===== src/rtl/rv_mem_ctl_pkg.sv =====
// ---------------------------------------------------------------------------
// rv_mem_ctl_pkg
// Shared parameters package for the multicycle RV core. Holds the ALU, IMM
// and WB select encodings used by the control unit and datapath, plus the
// memory-controller FSM states, access op enum and the NOP instruction word.
// ---------------------------------------------------------------------------
package rv_mem_ctl_pkg;

   // ALU operation select driven by rv_ctl into the datapath ALU.
   typedef enum logic [3:0] {
      ALU_ADD  = 4'd0,
      ALU_SUB  = 4'd1,
      ALU_AND  = 4'd2,
      ALU_OR   = 4'd3,
      ALU_XOR  = 4'd4,
      ALU_SLL  = 4'd5,
      ALU_SRL  = 4'd6,
      ALU_SRA  = 4'd7,
      ALU_SLT  = 4'd8,
      ALU_SLTU = 4'd9
   } alu_op_t;

   // Immediate format select for the immediate generator.
   typedef enum logic [2:0] {
      IMM_I = 3'd0,
      IMM_S = 3'd1,
      IMM_B = 3'd2,
      IMM_U = 3'd3,
      IMM_J = 3'd4
   } imm_sel_t;

   // Register-file writeback source select.
   typedef enum logic [1:0] {
      WB_ALU = 2'd0,
      WB_MDR = 2'd1,
      WB_PC4 = 2'd2,
      WB_IMM = 2'd3
   } wb_sel_t;

   // Memory controller FSM states, kept as plain constants so older
   // blocks that compare raw state bits keep working.
   localparam logic [1:0] ST_IDLE = 2'd0;
   localparam logic [1:0] ST_BUSY = 2'd1;
   localparam logic [1:0] ST_DONE = 2'd2;

   // Kind of memory access currently in flight.
   typedef enum logic [1:0] {
      OP_FETCH = 2'd0,
      OP_LOAD  = 2'd1,
      OP_STORE = 2'd2
   } mem_op_t;

   // addi x0, x0, 0 -- the instruction register powers up holding this.
   localparam logic [31:0] NOP_INSTR = 32'h00000013;

   // Strobe arbitration: fetch beats store beats load. The load strobe is
   // implied when neither of the others is set.
   function automatic mem_op_t sel_op(input logic irwrite, input logic memrw);
      if (irwrite)
         return OP_FETCH;
      else if (memrw)
         return OP_STORE;
      else
         return OP_LOAD;
   endfunction

endpackage


===== src/rtl/rv_mem_ctl_timeout_cnt.sv =====
// ---------------------------------------------------------------------------
// rv_timeout_cnt
// 8-bit cycle counter used by rv_mem_ctl to bound how long it waits for a
// memory acknowledge.
//   clk, rst_n : clock and asynchronous active-low reset
//   clear      : zero the count (access is starting)
//   enable     : count this cycle (FSM is in BUSY)
//   expired    : this is the TIMEOUT-th counted cycle
// ---------------------------------------------------------------------------
module rv_timeout_cnt #(
   parameter int unsigned TIMEOUT = 255
) (
   input  logic clk,
   input  logic rst_n,
   input  logic clear,
   input  logic enable,
   output logic expired
);

   localparam logic [7:0] LIMIT = 8'(TIMEOUT);

   logic [7:0] count;
   logic [7:0] count_next;

   assign count_next = count + 8'd1;

   // The count holds the number of BUSY cycles already completed, so the
   // cycle in which the incremented value hits LIMIT is the last one the
   // controller is allowed to wait.
   assign expired = enable && (count_next == LIMIT);

   // Clear has priority so a new access always starts from zero even if
   // the previous one left a stale count behind.
   always_ff @(posedge clk or negedge rst_n) begin
      if (!rst_n)
         count <= 8'd0;
      else if (clear)
         count <= 8'd0;
      else if (enable)
         count <= count_next;
   end

endmodule


===== src/rtl/rv_mem_ctl.sv =====
// ---------------------------------------------------------------------------
// rv_mem_ctl
// Memory access controller between the multicycle control unit (rv_ctl) and
// a request/acknowledge memory bus. Holds the instruction register and the
// memory data register, and stalls rv_ctl while an access is outstanding.
//   clk, rst_n          : clock, asynchronous active-low reset
//   irwrite/mdrwrite/memrw : fetch / load / store strobes from rv_ctl
//   addr, wdata         : access address and store data from the datapath
//   instr, mdr          : instruction register, memory data register
//   stall               : freezes rv_ctl while an access is pending
//   mem_req/we/addr/wdata : memory bus request (held stable while mem_req)
//   mem_rdata, mem_ack  : memory bus response, ack is a one-cycle pulse
//   mem_err             : sticky flag, set when an access times out
// ---------------------------------------------------------------------------
module rv_mem_ctl
   import rv_mem_ctl_pkg::*;
#(
   parameter int unsigned TIMEOUT = 255
) (
   input  logic        clk,
   input  logic        rst_n,
   input  logic        irwrite,
   input  logic        mdrwrite,
   input  logic        memrw,
   input  logic [31:0] addr,
   input  logic [31:0] wdata,
   output logic [31:0] instr,
   output logic [31:0] mdr,
   output logic        stall,
   output logic        mem_req,
   output logic        mem_we,
   output logic [31:0] mem_addr,
   output logic [31:0] mem_wdata,
   input  logic [31:0] mem_rdata,
   input  logic        mem_ack,
   output logic        mem_err
);

   logic [1:0] state;
   mem_op_t    op;
   mem_op_t    next_op;
   logic       any_strobe;
   logic       start;
   logic       busy;
   logic       expired;

   assign any_strobe = irwrite || mdrwrite || memrw;
   assign start      = (state == ST_IDLE) && any_strobe;
   assign busy       = (state == ST_BUSY);
   assign next_op    = sel_op(irwrite, memrw);

   // Stall asserts in the same cycle the strobe appears so rv_ctl never
   // advances past an access that has not been issued yet. DONE drops
   // stall so rv_ctl can move on while we return to IDLE.
   assign stall = start || busy;

   rv_timeout_cnt #(
      .TIMEOUT (TIMEOUT)
   ) u_timeout_cnt (
      .clk     (clk),
      .rst_n   (rst_n),
      .clear   (start),
      .enable  (busy),
      .expired (expired)
   );

   // Main FSM. The bus request fields are captured only on the IDLE->BUSY
   // edge, which keeps them stable for the whole time mem_req is high even
   // though the datapath address may change. Ack is checked before the
   // timeout so an ack on the final allowed cycle still delivers its data.
   // DONE is a one-cycle bubble that ignores both strobes (rv_ctl still
   // shows the old one) and any stray ack.
   always_ff @(posedge clk or negedge rst_n) begin
      if (!rst_n) begin
         state     <= ST_IDLE;
         op        <= OP_FETCH;
         mem_req   <= 1'b0;
         mem_we    <= 1'b0;
         mem_addr  <= 32'd0;
         mem_wdata <= 32'd0;
         instr     <= NOP_INSTR;
         mdr       <= 32'd0;
         mem_err   <= 1'b0;
      end else begin
         case (state)
            ST_IDLE: begin
               if (any_strobe) begin
                  state     <= ST_BUSY;
                  op        <= next_op;
                  mem_addr  <= addr;
                  mem_wdata <= wdata;
                  mem_we    <= (next_op == OP_STORE);
                  mem_req   <= 1'b1;
               end
            end
            ST_BUSY: begin
               if (mem_ack) begin
                  if (op == OP_FETCH)
                     instr <= mem_rdata;
                  else if (op == OP_LOAD)
                     mdr <= mem_rdata;
                  mem_req <= 1'b0;
                  state   <= ST_DONE;
               end else if (expired) begin
                  mem_req <= 1'b0;
                  mem_err <= 1'b1;
                  state   <= ST_DONE;
               end
            end
            ST_DONE: begin
               state <= ST_IDLE;
            end
            default: begin
               state   <= ST_IDLE;
               mem_req <= 1'b0;
            end
         endcase
      end
   end

endmodule


===== config.mk =====
export PLATFORM = sky130hd
export DESIGN_NAME = rv_mem_ctl
export DESIGN_NICKNAME = d
export VERILOG_FILES = /design/src/rtl/rv_mem_ctl_pkg.sv /design/src/rtl/rv_mem_ctl_timeout_cnt.sv /design/src/rtl/rv_mem_ctl.sv
export SDC_FILE = /design/constraint.sdc
export NUM_CORES = 1
export LEC_CHECK = 0
export CORE_MARGIN = 2
export CORE_UTILIZATION = 43
export DETAILED_ROUTE_END_ITERATION = 12
export PLACE_DENSITY = 0.81
export REMOVE_ABC_BUFFERS = 1
export SYNTH_ARGS = -nofsm -noshare
export SYNTH_HDL_FRONTEND = slang
export SYNTH_SLANG_ARGS = --single-unit

===== constraint.sdc =====
create_clock -name clk -period 2.39 [get_ports clk]
set_input_delay 0.478 -clock clk [delete_from_list [all_inputs] [get_ports clk]]
set_output_delay 0.478 -clock clk [all_outputs]
set_load 0.01 [all_outputs]

; Word level (Yosys, flattened, before mapping)
; Index checks and enable logic that the tools add are counted.
; W data, S select, Z words.
[word_totals]
register_bits = 143
inputBits = 102
output_inout_bits = 132
word_cells = 47
[op_classes]
n_addsub = 1
n_eq_ne = 7
n_mux = 12
n_bitwise = 3
reduce_logical = 14
[op_table]
columns = cell, n
row1 = $mux W8, 2
row2 = $mux W2, 5
row3 = $reduce_and A3 Y1, 3
row4 = $add A8 B1 Y8 const B, 1
row5 = $eq A8 B8 Y1 const B, 1
row6 = $eq A2 B1 Y1 const B, 2
row7 = $eq A2 B2 Y1 const B, 2
row8 = $logic_not A2 Y1, 2
row9 = $pmux W2 S2, 1
row10 = $reduce_and A2 Y1, 2
row11 = $reduce_and A4 Y1, 1
row12 = $logic_or A1 B1 Y1, 3
row13 = $mux W1, 3
row14 = $ne A3 B2 Y1 const B, 1
row15 = $not A1 Y1, 3
row16 = $pmux W1 S3, 1
row17 = $logic_and A1 B1 Y1, 2
row18 = $ne A2 B2 Y1 const B, 1
row19 = $reduce_bool A2 Y1, 1

; Depth between registers and ports, before layout
[depth]
depth_word = 6
mapped_depth = 6
depth_no_buf = 5

; By module
; A second synthesis with hierarchy kept.
[unflattened]
hier_cells = 349
area_unflattened_um2 = 5530.3
[by_module_without_submodules]
columns = mod, instances, cells_each, area_each_um2, seq_area_each_um2
row1 = rv_mem_ctl, 1, 298, 5049.8, 3357.0
row2 = rv_timeout_cnt, 1, 51, 480.5, 200.2

; Worst setup path after synthesis
; OpenSTA, ideal clock, no wires.
[synth_timing]
path_type = register to register
start = register u_timeout_cnt.count[0]
end = register mem_err
setup_time_ns = 0.066
arrival_ns = 1.675
t_required_ns = 2.324
slack_ns = 0.649
path_stages_with_launch = 6
n_path_buf = 0
period_less_slack_ns = 1.741
path_cell_list = dfrtp_1 ha_1 nand3_2 or3_4 a2111oi_4 a31o_1
[synth_via]
elab_chain_cells = 4
[synth_rtl]
columns = item, line
row1 = "start, declared", rv_mem_ctl_timeout_cnt.sv:22  ; logic [7:0] count;
row2 = "start signal, assigned", rv_mem_ctl_timeout_cnt.sv:40  ; count <= count_next;
row3 = $add A8 B1 Y8, rv_mem_ctl_timeout_cnt.sv:25  ; assign count_next = count + 8'd1;
row4 = $eq A8 B8 Y1, rv_mem_ctl_timeout_cnt.sv:30  ; assign expired = enable && (count_next == LIMIT);
row5 = $logic_and A1 B1 Y1, rv_mem_ctl_timeout_cnt.sv:30
row6 = $reduce_and A3 Y1 (no source line), n/a
row7 = "end signal, assigned", rv_mem_ctl.sv:83  ; mem_err <= 1'b0;
row8 = "end signal, assigned", rv_mem_ctl.sv:106  ; mem_err <= 1'b1;
row9 = "end, declared", rv_mem_ctl.sv:36  ; output logic mem_err
; No other way between the ends.
; A chain may end at the register's enable or synchronous reset.

; Final worst setup path
[layout_timing]
start = input port irwrite
end = output port stall
[layout_via]
elab_chain_cells = 4
[layout_rtl]
columns = item, line
row1 = "start, declared", rv_mem_ctl.sv:22  ; input logic irwrite,
row2 = $logic_or A1 B1 Y1 (2 in a row), rv_mem_ctl.sv:47  ; assign any_strobe = irwrite || mdrwrite || memrw;
row3 = $logic_and A1 B1 Y1, rv_mem_ctl.sv:48  ; assign start = (state == ST_IDLE) && any_strobe;
row4 = $logic_or A1 B1 Y1, rv_mem_ctl.sv:55  ; assign stall = start || busy;
row5 = "end, declared", rv_mem_ctl.sv:29  ; output logic stall,
; No other way between the ends.

==> impl_metrics.env <==
export IMPL_maxCapViolations=0
export IMPL_critPathLaunchType="primary input"
export IMPL_layout_drive_gt1_share_pct=28.8
export IMPL_grtUsageMet2_pct=37.4
export IMPL_ant_nets=0
export IMPL_synth_cell_area_mm2=0.00552
export IMPL_cts_sinks=142
export IMPL_fp_coreArea_mm2=0.0126
export IMPL_synthTopCellsByArea="dfrtp_1 63%, mux2_2 26%, dfstp_2 1.4%"
export IMPL_synthXorXnorAreaFrac_pct=0.476
export IMPL_track_usage_pct=20.9
export IMPL_synth_largest_area_cell="dfrtp_1"
export IMPL_hp_class="reg2reg"
export IMPL_p_leak_nw=3.64
export IMPL_dr_pass1_iters=4
export IMPL_final_area_mm2=0.00875
export IMPL_gp_congestion=0.742
export IMPL_diodes=0
export IMPL_cp_arrival_ns=1.86
export IMPL_synth_top_area_share_pct=63.0
export IMPL_htreeDepth=4
export IMPL_critPathCaptureType="output port"
export IMPL_syn_to_final_growth_pct=58.4
export IMPL_hold_viol=0
export IMPL_hp_start="mem_err$_DFFE_PN0P_"
export IMPL_grt_pass1_vias=4278
export IMPL_use_met3_pct=7.20
export IMPL_die_h_um=117
export IMPL_fillers=888
export IMPL_r2r_end="mem_err$_DFFE_PN0P_"
export IMPL_grt_use_met1_pct=22.4
export IMPL_rsz0062_at_grt="no"
export IMPL_yosys_area_share_adder_pct=0.453
export IMPL_max_freq_mhz=427
export IMPL_cts_buffers=17
export IMPL_gr_total_overflow=0
export IMPL_powerDensity_mw_per_mm2=1410
export IMPL_drc=0
export IMPL_clk_pin_slew_worst_paths_ns=0.05
export IMPL_numPlacedInstances=751
export IMPL_clock_skew_ns=0.0132
export IMPL_synth_area_mux_share_pct=26.1
export IMPL_post_route_min_period_ns=2.34
export IMPL_holdPathStages=1
export IMPL_grt_max_degree=66
export IMPL_relSlewSlack_pct=72.1
export IMPL_stdcell_count=784
export IMPL_antenna_found_initial=0
export IMPL_timing_rr_start="u_timeout_cnt.count[0]$_DFFE_PN0P_"
export IMPL_ys_types=39
export IMPL_worstRegToRegCells=5
export IMPL_vias=3831
export IMPL_num_rows=41
export IMPL_synth_cells=353
export IMPL_clock_path_buffers=2
export IMPL_seq_area_frac_synth_pct=64.4
export IMPL_grt_busiest_layer="met2"
export IMPL_ff2ff_setup_slack_ns=0.48
export IMPL_insertion_delay_ns=0.41
export IMPL_tritoncts="yes"
export IMPL_ff_latch_area_mm2=0.00356
export IMPL_ys_warn_count=0
export IMPL_vdd_drop_max_mv=0.861
export IMPL_post_drt_wl_per_cell_um=17.7
export IMPL_drt_wl_total_um=13900
export IMPL_slew_viol_final=0
export IMPL_grt_pass1_wl_um=22400
export IMPL_viasPerCell=4.89
export IMPL_hpwl_um=10200
export IMPL_path_class="in2out"
export IMPL_start_util_pct=43.9
export IMPL_synth_simple_area_share_pct=3.15
export IMPL_synth_async_reset_ratio_pct=100
export IMPL_finalNetCount=703
export IMPL_ys_flop_type="dfrtp_1"
export IMPL_die_width_um=117
export IMPL_io_pin_count=234
export IMPL_drt_iter0_drc=129
export IMPL_synth_seq_cells=142
export IMPL_crit_path_max_fanout=4
export IMPL_cp_required_ns=1.91
export IMPL_hold_end="mem_err$_DFFE_PN0P_"
export IMPL_dpl_cell_area_mm2=0.00811
export IMPL_status="finished clean"
export IMPL_worst_pin_slew_ns=0.418
export IMPL_setup_viol=0
export IMPL_cts_setup_buffers=0
export IMPL_synth_edf_count=0
export IMPL_timing_final_crit_share_pct=97.9
export IMPL_synth_top_family_by_area="multiplexers"
export IMPL_die_area_mm2=0.0138
export IMPL_multiInputGateArea_mm2=0.00187
export IMPL_io_buffers=233
export IMPL_cts_root_buf="clkbuf_16"
export IMPL_synth_compound_area_share_pct=3.58
export IMPL_avgSynthCellArea_um2=15.6
[routing by layer]
layer	wire length [um]	part of all wire, %	vias up
met1	5060	36	1931
met5	0	0	-
met3	830	6.0	23
met4	410	3.0	0
met2	7570	55	125
li1	-	-	1752
[placed cells by master (no fill, tap or decap), drive strengths merged, types with 2 or more instances in the layout]
cell / synthesis / routed
a21o: 3 / 3
a21oi: 3 / 3
buf: 14 / 9
bufinv: 0 / 3
clkbuf: 1 / 23
clkdlybuf4s50: 0 / 232
clkinv: 0 / 4
clkinvlp: 0 / 2
dfrtp: 139 / 139
dfstp: 3 / 3
ha: 2 / 2
inv: 7 / 7
mux2: 128 / 128
nand2: 6 / 6
nand3: 6 / 6
nor2: 4 / 4
nor3: 2 / 2
o21ai: 12 / 12
xor2: 2 / 2
[layout make-up]
| type | count | share of cell area (%) |
|---|---|---|
| clock buffers | 23 | 5.58 |
| repair buffers | 242 | 28.1 |
| multi-input cells | 189 | 21.4 |
| well taps | 172 | 2.46 |
| inverters | 7 | 0.300 |
| flip-flops and latches | 142 | 40.7 |
| clock inverters | 9 | 1.52 |
[metrics by stage]
stage                     total power, mW  util, %  worst slack [ns]  hold WS [ns]  setup TNS (ns)
after detailed placement             9.68     64.5            0.0157         0.422               0
after floorplan                      6.49        -             -3.26         0.182         -211.25
after CTS                            12.5     69.6           0.00779         0.493               0
after global placement               9.47     64.5            0.0610         0.419               0
after global routing                 12.9     69.6           0.00108         0.514               0
final                                12.3     69.6            0.0504         0.491               0
[synth_stat cells (2+ instances only)]
library cell	instances
dfrtp_1	139
mux2_2	127
buf_2	14
o21ai_0	10
inv_1	7
nand2_1	6
nand3_1	5
nor2_1	4
a21o_1	3
a21oi_1	3
dfstp_2	3
ha_1	2
nor3_1	2
o21ai_1	2
xor2_1	2
[report_power, final]
part	internal, mW	leakage, nW	switching [mW]
clock network	1.75	0.299	0.953
logic	3.32	1.65	2.01
registers	3.61	1.69	0.673
[cells by family after synthesis]
kind of cell               after synthesis
muxes                                  128
adders and majority gates                2
xor gates and xnor gates                 3
and+or+nand+nor                         28
buffers and inverters                   22
DFF                                    142
AOI/OAI and AO/OA                       28
[worst max-delay path by stage]
stage	endpoint	slack [ns]	startpoint	cells past startpoint
finish	stall	0.05	irwrite	5
global route	stall	0.001	irwrite	5
CTS	stall	0.008	irwrite	5
detailed placement	stall	0.02	memrw	5
global placement	stall	0.06	irwrite	5
floorplan	mem_addr[0]$_DFFE_PN0P_	-3.26	memrw	3
[critical path, stage by stage]
cell and delay (ns):
clkdlybuf4s50_1 0.54, nor3_2 0.07, a21o_1 0.19, inv_1 0.06, clkdlybuf4s50_1 0.52
[timing repair]
action,in CTS,in global routing
hold endpoints to repair,37,0
setup endpoints to repair,0,1
hold buffers,1,0
gates resized for setup,0,1
[state kept, by name, indices dropped and copies added, names as in the netlist]
signal	flops
instr	32
mdr	32
mem_addr	32
mem_err	1
mem_req	1
mem_wdata	32
mem_we	1
op	1
state	2
u_timeout_cnt.count	8
Note: power is estimated with default switching activity, not from simulation.
